$ cat src/rtl/audio_level_meter_if.sv
`default_nettype none
// ============================================================================
// Module   : audio_level_meter_if
// Purpose  : Sample input / LED output bundle of the audio level meter.
// Revision : 1.0 - initial release
// ============================================================================
interface audio_level_meter_if #(
  parameter int NCH  = 2,
  parameter int DW   = 16,
  parameter int SEGS = 4
);
  logic                 smp_vld;
  logic [NCH*DW-1:0]    smp;
  logic                 mode;
  logic                 clip_clr;
  logic [NCH*SEGS-1:0]  LED;
  logic [NCH-1:0]       clip;

  modport master (output smp_vld, smp, mode, clip_clr, input LED, clip);
  modport slave  (input smp_vld, smp, mode, clip_clr, output LED, clip);
endinterface
`default_nettype wire

$ cat src/rtl/audio_level_meter.sv
`default_nettype none
// ============================================================================
// Module   : audio_level_meter
// Purpose  : Multi-channel LED VU meter with fall-off, peak-hold dot and clip.
// Revision : 1.0 - initial release
// ============================================================================
module audio_level_meter #(
  parameter int             NCH        = 2,
  parameter int             DW         = 16,
  parameter int             SEGS       = 4,
  parameter int             SHIFT      = 2,
  parameter int             TICK_DIV   = 2**26,
  parameter int             HOLD_TICKS = 8,
  parameter logic [NCH-1:0] MIRROR     = NCH'(1)
) (
  input  logic              clk,
  input  logic              rst,
  audio_level_meter_if.slave bus
);
  localparam int AW = DW - 1;
  localparam int NW = $clog2(SEGS + 1);
  localparam int HW = $clog2(HOLD_TICKS + 1);
  localparam int CW = $clog2(TICK_DIV);
  localparam logic [DW-1:0] c_smax = {1'b0, {(DW-1){1'b1}}};
  localparam logic [DW-1:0] c_smin = {1'b1, {(DW-1){1'b0}}};

  function automatic logic [AW-1:0] thr(input int k);
    logic [DW-1:0] full;
    full = c_smin;
    thr  = AW'(full >> ((SEGS - k) * SHIFT));
  endfunction

  logic [CW-1:0]   cnt_q, cnt_d;
  logic            upd_q, upd_d;
  logic            tick_w;
  logic [AW-1:0]   acc_q [NCH], acc_d [NCH];
  logic [AW-1:0]   lvl_q [NCH], lvl_d [NCH];
  logic [AW-1:0]   abs_w [NCH], max_w [NCH];
  logic [DW-1:0]   raw_w [NCH];
  logic [NW-1:0]   d_q [NCH], d_d [NCH];
  logic [NW-1:0]   p_q [NCH], p_d [NCH];
  logic [NW-1:0]   n_w [NCH];
  logic [HW-1:0]   hold_q [NCH], hold_d [NCH];
  logic [SEGS-1:0] seg_w [NCH];
  logic [SEGS-1:0] led_q [NCH], led_d [NCH];
  logic [NCH-1:0]  clip_q, clip_d;

  always_comb begin
    tick_w = (cnt_q == CW'(TICK_DIV - 1));
    cnt_d  = tick_w ? '0 : cnt_q + CW'(1);
    upd_d  = tick_w;
    for (int c = 0; c < NCH; c++) begin
      raw_w[c] = bus.smp[c*DW +: DW];
      // The most negative code has no positive twin, so it saturates.
      if (raw_w[c] == c_smin)      abs_w[c] = {AW{1'b1}};
      else if (raw_w[c][DW-1])     abs_w[c] = AW'(-raw_w[c]);
      else                         abs_w[c] = raw_w[c][AW-1:0];
      max_w[c] = (bus.smp_vld && (abs_w[c] > acc_q[c])) ? abs_w[c] : acc_q[c];
      acc_d[c] = tick_w ? '0 : max_w[c];
      lvl_d[c] = tick_w ? max_w[c] : lvl_q[c];

      n_w[c] = '0;
      for (int k = 0; k < SEGS; k++) begin
        if (lvl_q[c] >= thr(k)) n_w[c] = n_w[c] + NW'(1);
      end

      d_d[c]    = d_q[c];
      p_d[c]    = p_q[c];
      hold_d[c] = hold_q[c];
      if (upd_q) begin
        d_d[c] = (n_w[c] >= d_q[c]) ? n_w[c] : d_q[c] - NW'(1);
        if (n_w[c] >= p_q[c]) begin
          p_d[c]    = n_w[c];
          hold_d[c] = HW'(HOLD_TICKS);
        end else if (hold_q[c] != '0) begin
          hold_d[c] = hold_q[c] - HW'(1);
        end else if (p_q[c] != '0) begin
          p_d[c] = p_q[c] - NW'(1);
        end
      end

      // Segment s is the (s+1)-th LED, so "segment d-1" is s+1 == d.
      seg_w[c] = '0;
      led_d[c] = '0;
      for (int s = 0; s < SEGS; s++) begin
        if (bus.mode) seg_w[c][s] = (NW'(s + 1) == d_q[c]) || (NW'(s + 1) == p_q[c]);
        else          seg_w[c][s] = (NW'(s) < d_q[c]) || (NW'(s + 1) == p_q[c]);
        led_d[c][MIRROR[c] ? (SEGS - 1 - s) : s] = seg_w[c][s];
      end

      clip_d[c] = (clip_q[c] && !bus.clip_clr) ||
                  (bus.smp_vld && ((raw_w[c] == c_smin) || (raw_w[c] == c_smax)));
    end
  end

  always_ff @(posedge clk) begin
    if (rst) begin
      cnt_q  <= '0;
      upd_q  <= 1'b0;
      clip_q <= '0;
      for (int c = 0; c < NCH; c++) begin
        acc_q[c]  <= '0;
        lvl_q[c]  <= '0;
        d_q[c]    <= '0;
        p_q[c]    <= '0;
        hold_q[c] <= '0;
        led_q[c]  <= '0;
      end
    end else begin
      cnt_q  <= cnt_d;
      upd_q  <= upd_d;
      clip_q <= clip_d;
      for (int c = 0; c < NCH; c++) begin
        acc_q[c]  <= acc_d[c];
        lvl_q[c]  <= lvl_d[c];
        d_q[c]    <= d_d[c];
        p_q[c]    <= p_d[c];
        hold_q[c] <= hold_d[c];
        led_q[c]  <= led_d[c];
      end
    end
  end

  always_comb begin
    for (int c = 0; c < NCH; c++) bus.LED[c*SEGS +: SEGS] = led_q[c];
  end
  assign bus.clip = clip_q;
endmodule
`default_nettype wire

$ cat src/flat_wrapper.sv
// flat-port wrapper written by rule: the top's interface ports become plain ports
module audio_level_meter_flat 
#(
  parameter int             NCH        = 2,
  parameter int             DW         = 16,
  parameter int             SEGS       = 4,
  parameter int             SHIFT      = 2,
  parameter int             TICK_DIV   = 2**26,
  parameter int             HOLD_TICKS = 8,
  parameter logic [NCH-1:0] MIRROR     = NCH'(1)
)
  (clk, rst, bus_smp_vld, bus_smp, bus_mode, bus_clip_clr, bus_LED, bus_clip);
  audio_level_meter_if #(.NCH(NCH), .DW(DW), .SEGS(SEGS)) bus_i ();
  input  logic clk;
  input  logic rst;
  input wire logic [$bits(bus_i.smp_vld)-1:0] bus_smp_vld;
  input wire logic [$bits(bus_i.smp)-1:0] bus_smp;
  input wire logic [$bits(bus_i.mode)-1:0] bus_mode;
  input wire logic [$bits(bus_i.clip_clr)-1:0] bus_clip_clr;
  output wire logic [$bits(bus_i.LED)-1:0] bus_LED;
  output wire logic [$bits(bus_i.clip)-1:0] bus_clip;
  assign bus_i.smp_vld = bus_smp_vld;
  assign bus_i.smp = bus_smp;
  assign bus_i.mode = bus_mode;
  assign bus_i.clip_clr = bus_clip_clr;
  assign bus_LED = bus_i.LED;
  assign bus_clip = bus_i.clip;
  audio_level_meter #(.NCH(NCH), .DW(DW), .SEGS(SEGS), .SHIFT(SHIFT), .TICK_DIV(TICK_DIV), .HOLD_TICKS(HOLD_TICKS), .MIRROR(MIRROR)) u_core (.clk(clk), .rst(rst), .bus(bus_i));
endmodule
$ cat config.mk
export PLATFORM = sky130hd
export DESIGN_NAME = audio_level_meter_flat
export DESIGN_NICKNAME = d
export VERILOG_FILES = /design/src/rtl/audio_level_meter_if.sv /design/src/rtl/audio_level_meter.sv /design/src/flat_wrapper.sv
export SDC_FILE = /design/constraint.sdc
export NUM_CORES = 1
export LEC_CHECK = 0
export CAP_MARGIN = 20
export CORE_ASPECT_RATIO = 0.9
export CORE_MARGIN = 2
export CORE_UTILIZATION = 25
export CTS_CLUSTER_SIZE = 8
export DETAILED_ROUTE_END_ITERATION = 10
export RECOVER_POWER = 50
export SYNTH_ARGS = -nofsm -noshare
export SYNTH_HDL_FRONTEND = slang
export SYNTH_SLANG_ARGS = --single-unit
$ cat constraint.sdc
create_clock -name clk -period 5.3 [get_ports clk]
set_clock_uncertainty 0.15 [all_clocks]
set_input_delay 1.06 -clock clk [delete_from_list [all_inputs] [get_ports clk]]
set_output_delay 1.06 -clock clk [all_outputs]
set_load 0.005 [all_outputs]
==> metrics.md <==
| Metric | Value |
|---|---|
| Largest net degree at the start of global routing | 53 |
| Finished Cell Area | 7780 um2 |
| Tot Pwr | 1.84 mW |
| Critical path cell sequence | clkdlybuf4s50_1 -> inv_1 -> ha_1 -> or4b_1 -> nor3b_2 -> a31o_2 -> mux2i_1 -> ha_1 -> nand4_1 -> nand2b_1 -> a31oi_2 -> buf_8 -> mux2_2 -> nor2_1 |
| Drt wl/cell | ~11 um |
| MaxCap Viol Count | 1 |
| Post-CTS resize count | 0 |
| Setup Buffers After CTS | 0 |
| Period utilization | 0.869 |
| Worst r2r path cells | 14 |
| Hold_buf cts | 0 |
| Initial DRC Count | 256 |
| Worst Setup EP | u_core.acc_q[0][0] |
| Pre-CTS setup slack | 47.1 ps |
| Vias in the first global route | slightly above 5k |
| Yosys warnings | 0 |
| Prevailing post-synth register cell | dfxtp_1 |
| Worst path required time | 5440 ps |
| Seq/Total Area, Yosys | 0.313 |
| # diodes | 0 |
| Cell taking the most area after synthesis | dfxtp_1 |
| TritonCTS clock tree | yes |
| CTS Root Cell | clkbuf_16 |
| RR Startpoint | u_core.lvl_q[0][29] |
| Cells after synthesis | 799 |
| Crit. End Element | register |
| Clock Path Buffers | 2 |
| Critical Path AT | 4740 ps |
| Crit Path Class | in2reg |
| First-pass DRT Iterations | 4 |
| I/O pin count | 47 |
| First-pass GRT wire length | 23,500 um |
| HP Class | reg2reg |
| Wirelength, routed | about 13,000 um |
| Hold wc startpoint | u_core.lvl_q[0][26] |
| Initial core utilization | 0.253 |
| Area contributors post-synth | dfxtp_1 (31%), ha_1 (14%), mux2i_1 (6.4%), nor2_1 (6.2%), a21oi_1 (4.1%) |
| Synthesized area per cell | slightly above 8 um2 |
| Setup WS post-layout | 696 ps |
| GRT Total Usage | 0.100 |
| Post-synth ARST share | 0 |
| Least-Margin Pin Slew | 1750 ps |
| Syn_nets | 910 |
| RSZ-0062 raised after global routing | false |
| Reg2reg end | u_core.p_q[0][5] |
| PD cells | 236 nW/um2 |
| Max H-tree Level | 3 |
| Slowest CP cell | a31oi_2 |
| Die area | 27,700 um2 |
| Vias per inst | approximately 4.5 |
| Synth top area share | 0.313 |
| Hold Crit Depth | 2 |
| CP Max Fanout | 9 |
| R2R setup slack | 770 ps |
| Routability congestion estimate from global placement | 0.778 |
| Chip Width | 175 um |
| LEAKAGE | 3.04 nW |
| Clk Latency, worst-skew pair | 350 ps |
| Commonest non-fill, non-tap cells in the layout | nor2_1 (109), dfxtp_1 (103), ha_1 (74), inv_1 (64), nand2_1 (56) |
| EDFF count, synth | 0 |
| Dpl cell area | 7410 um2 |
| Most frequent CP cell | ha_1 |
| Distinct cell type count of the synthesized netlist | 68 |
| CP Launch Type | input port |
| # setup viols final | 0 |
| Core Rows | 56 |
| Area grow syn2layout | 18.1% |
| Synth Cell Area | around 6600 um2 |
| CTS buffer count | 9 |
| Failing checks | capacitance limit, slew limit |
| Nets@finish | 948 |
| Critical Path Start | bus_smp[0] |
| FF+latch count, synth | 103 |
| # port buffers | 46 |
| Total gr overflow | 0 |
| Final Hold Vio Count | 0 |
| Min Tclk post-route | roughly 4600 ps |
| Setup tns final | 0 ps |
| Status | complete, but fails checks |
| Die Ht | 158 um |
| Drc violations | 0 |
| Fin. max-slew vios | 37 |
| Initial antenna violation count | 0 |
| Fmax | between 0.2 and 0.25 GHz |
| Core area | 26,000 um2 |
| Hpwl dp | 10,000 um |
| Clock transition at the registers of the reported paths | 70 ps |
| Clock sinks | 103 |
| Worst IR Drop VDD | approximately 0.13 mV |
| Via count | 5,359 |
| CP max stage delay | roughly 530 ps |
| Slew HR | -0.165 |
| Share of cells above drive strength 1 | 0.0570 |
| Post-route ant nets | 0 |
| Commonest non-fill, non-tap cell in the layout | nor2_1 |
[cell families after synthesis]
family / after synthesis / synth area share
mux: 46 / 0.0710
simple gates: 284 / 0.215
fa+ha+maj: 74 / 0.141
compound gates: 155 / 0.145
xor+xnor: 44 / 0.0585
flops: 103 / 0.313
buf+inv: 93 / 0.0570
[metal layers]
layer | part of all wire | up-vias | GRT usage
li1 | - | 2862 | -
met1 | 0.50 | 2433 | 0.126
met2 | 0.47 | 54 | 0.177
met3 | 0.024 | 10 | 0.0175
met4 | 0.010 | 0 | 0.0286
met5 | 0 | - | 0
[registers in the layout, indices dropped and copies added, names as in the netlist, 2 cells and up]
signal and flops:
u_core.acc_q 30, u_core.bus.clip 2, u_core.cnt_q 26, u_core.d_q 6
u_core.hold_q 8, u_core.led_q 8, u_core.lvl_q 16, u_core.p_q 6
[synth_stat cells, types with 2 or more instances]
library cell	n
o311a_1	2
nand2_1	56
nor2_1	109
nor4_1	5
or3_1	6
nor3b_1	2
xor2_1	22
o21a_1	2
o41ai_1	4
nand4_1	15
a31o_2	3
nand3_1	22
o31ai_1	6
buf_4	2
ha_1	74
o311ai_0	2
and2_1	2
and4_1	3
o31a_1	2
inv_1	64
o21ai_0	33
a21oi_1	54
a211oi_1	7
nor4_2	2
dfxtp_1	103
xnor2_1	22
buf_2	8
nand2_2	4
nand2b_1	13
o21ai_1	7
a21o_1	9
a22oi_1	3
clkbuf_1	15
mux2i_1	42
nand3b_1	3
nor3_1	19
or4_4	2
o211ai_1	3
o211a_1	2
a31oi_1	8
o22ai_1	3
mux2_2	3
and3_1	6
[worst max-delay path: cells and delay by family]
family / cells / cell delay [ps]
simple gates: 5 / 1220
buf+inv: 3 / 800
compound gates: 2 / 730
fa+ha+maj: 2 / 510
mux: 2 / 430
[power by group]
part	total (mW)	leakage [nW]	switching, mW	internal (mW)
clock	0.738	0.166	0.304	0.434
combinational	0.288	2.04	0.157	0.131
sequential	0.812	0.835	0.0133	0.798
[worst min-delay path by stage]
stage	end	slack (ps)
after floorplan	u_core.lvl_q[0][27]	270
after global placement	u_core.lvl_q[0][24]	290
after detailed placement	u_core.lvl_q[0][26]	290
after CTS	u_core.lvl_q[0][26]	300
after global routing	u_core.lvl_q[0][26]	310
final	u_core.lvl_q[0][26]	290
[cell type report]
cell class,count,area [um2]
Clock inverter,6,97.6
Sequential cell,103,2060
Inverter,65,244
Fill cell,2730,18200
Timing Repair Buffer,55,548
Clock buffer,10,239
Tap cell,348,435
Multi-Input combinational cell,603,4160
[per-stage QoR]
step	hold WS (ps)	util	instances
finish	294	0.299	1190
global placement	287	0.285	1172
CTS	299	0.298	1188
detailed placement	290	0.285	1172
floorplan	268	-	799
global route	313	0.299	1190
No activity file was read; power rests on OpenSTA's default activity.
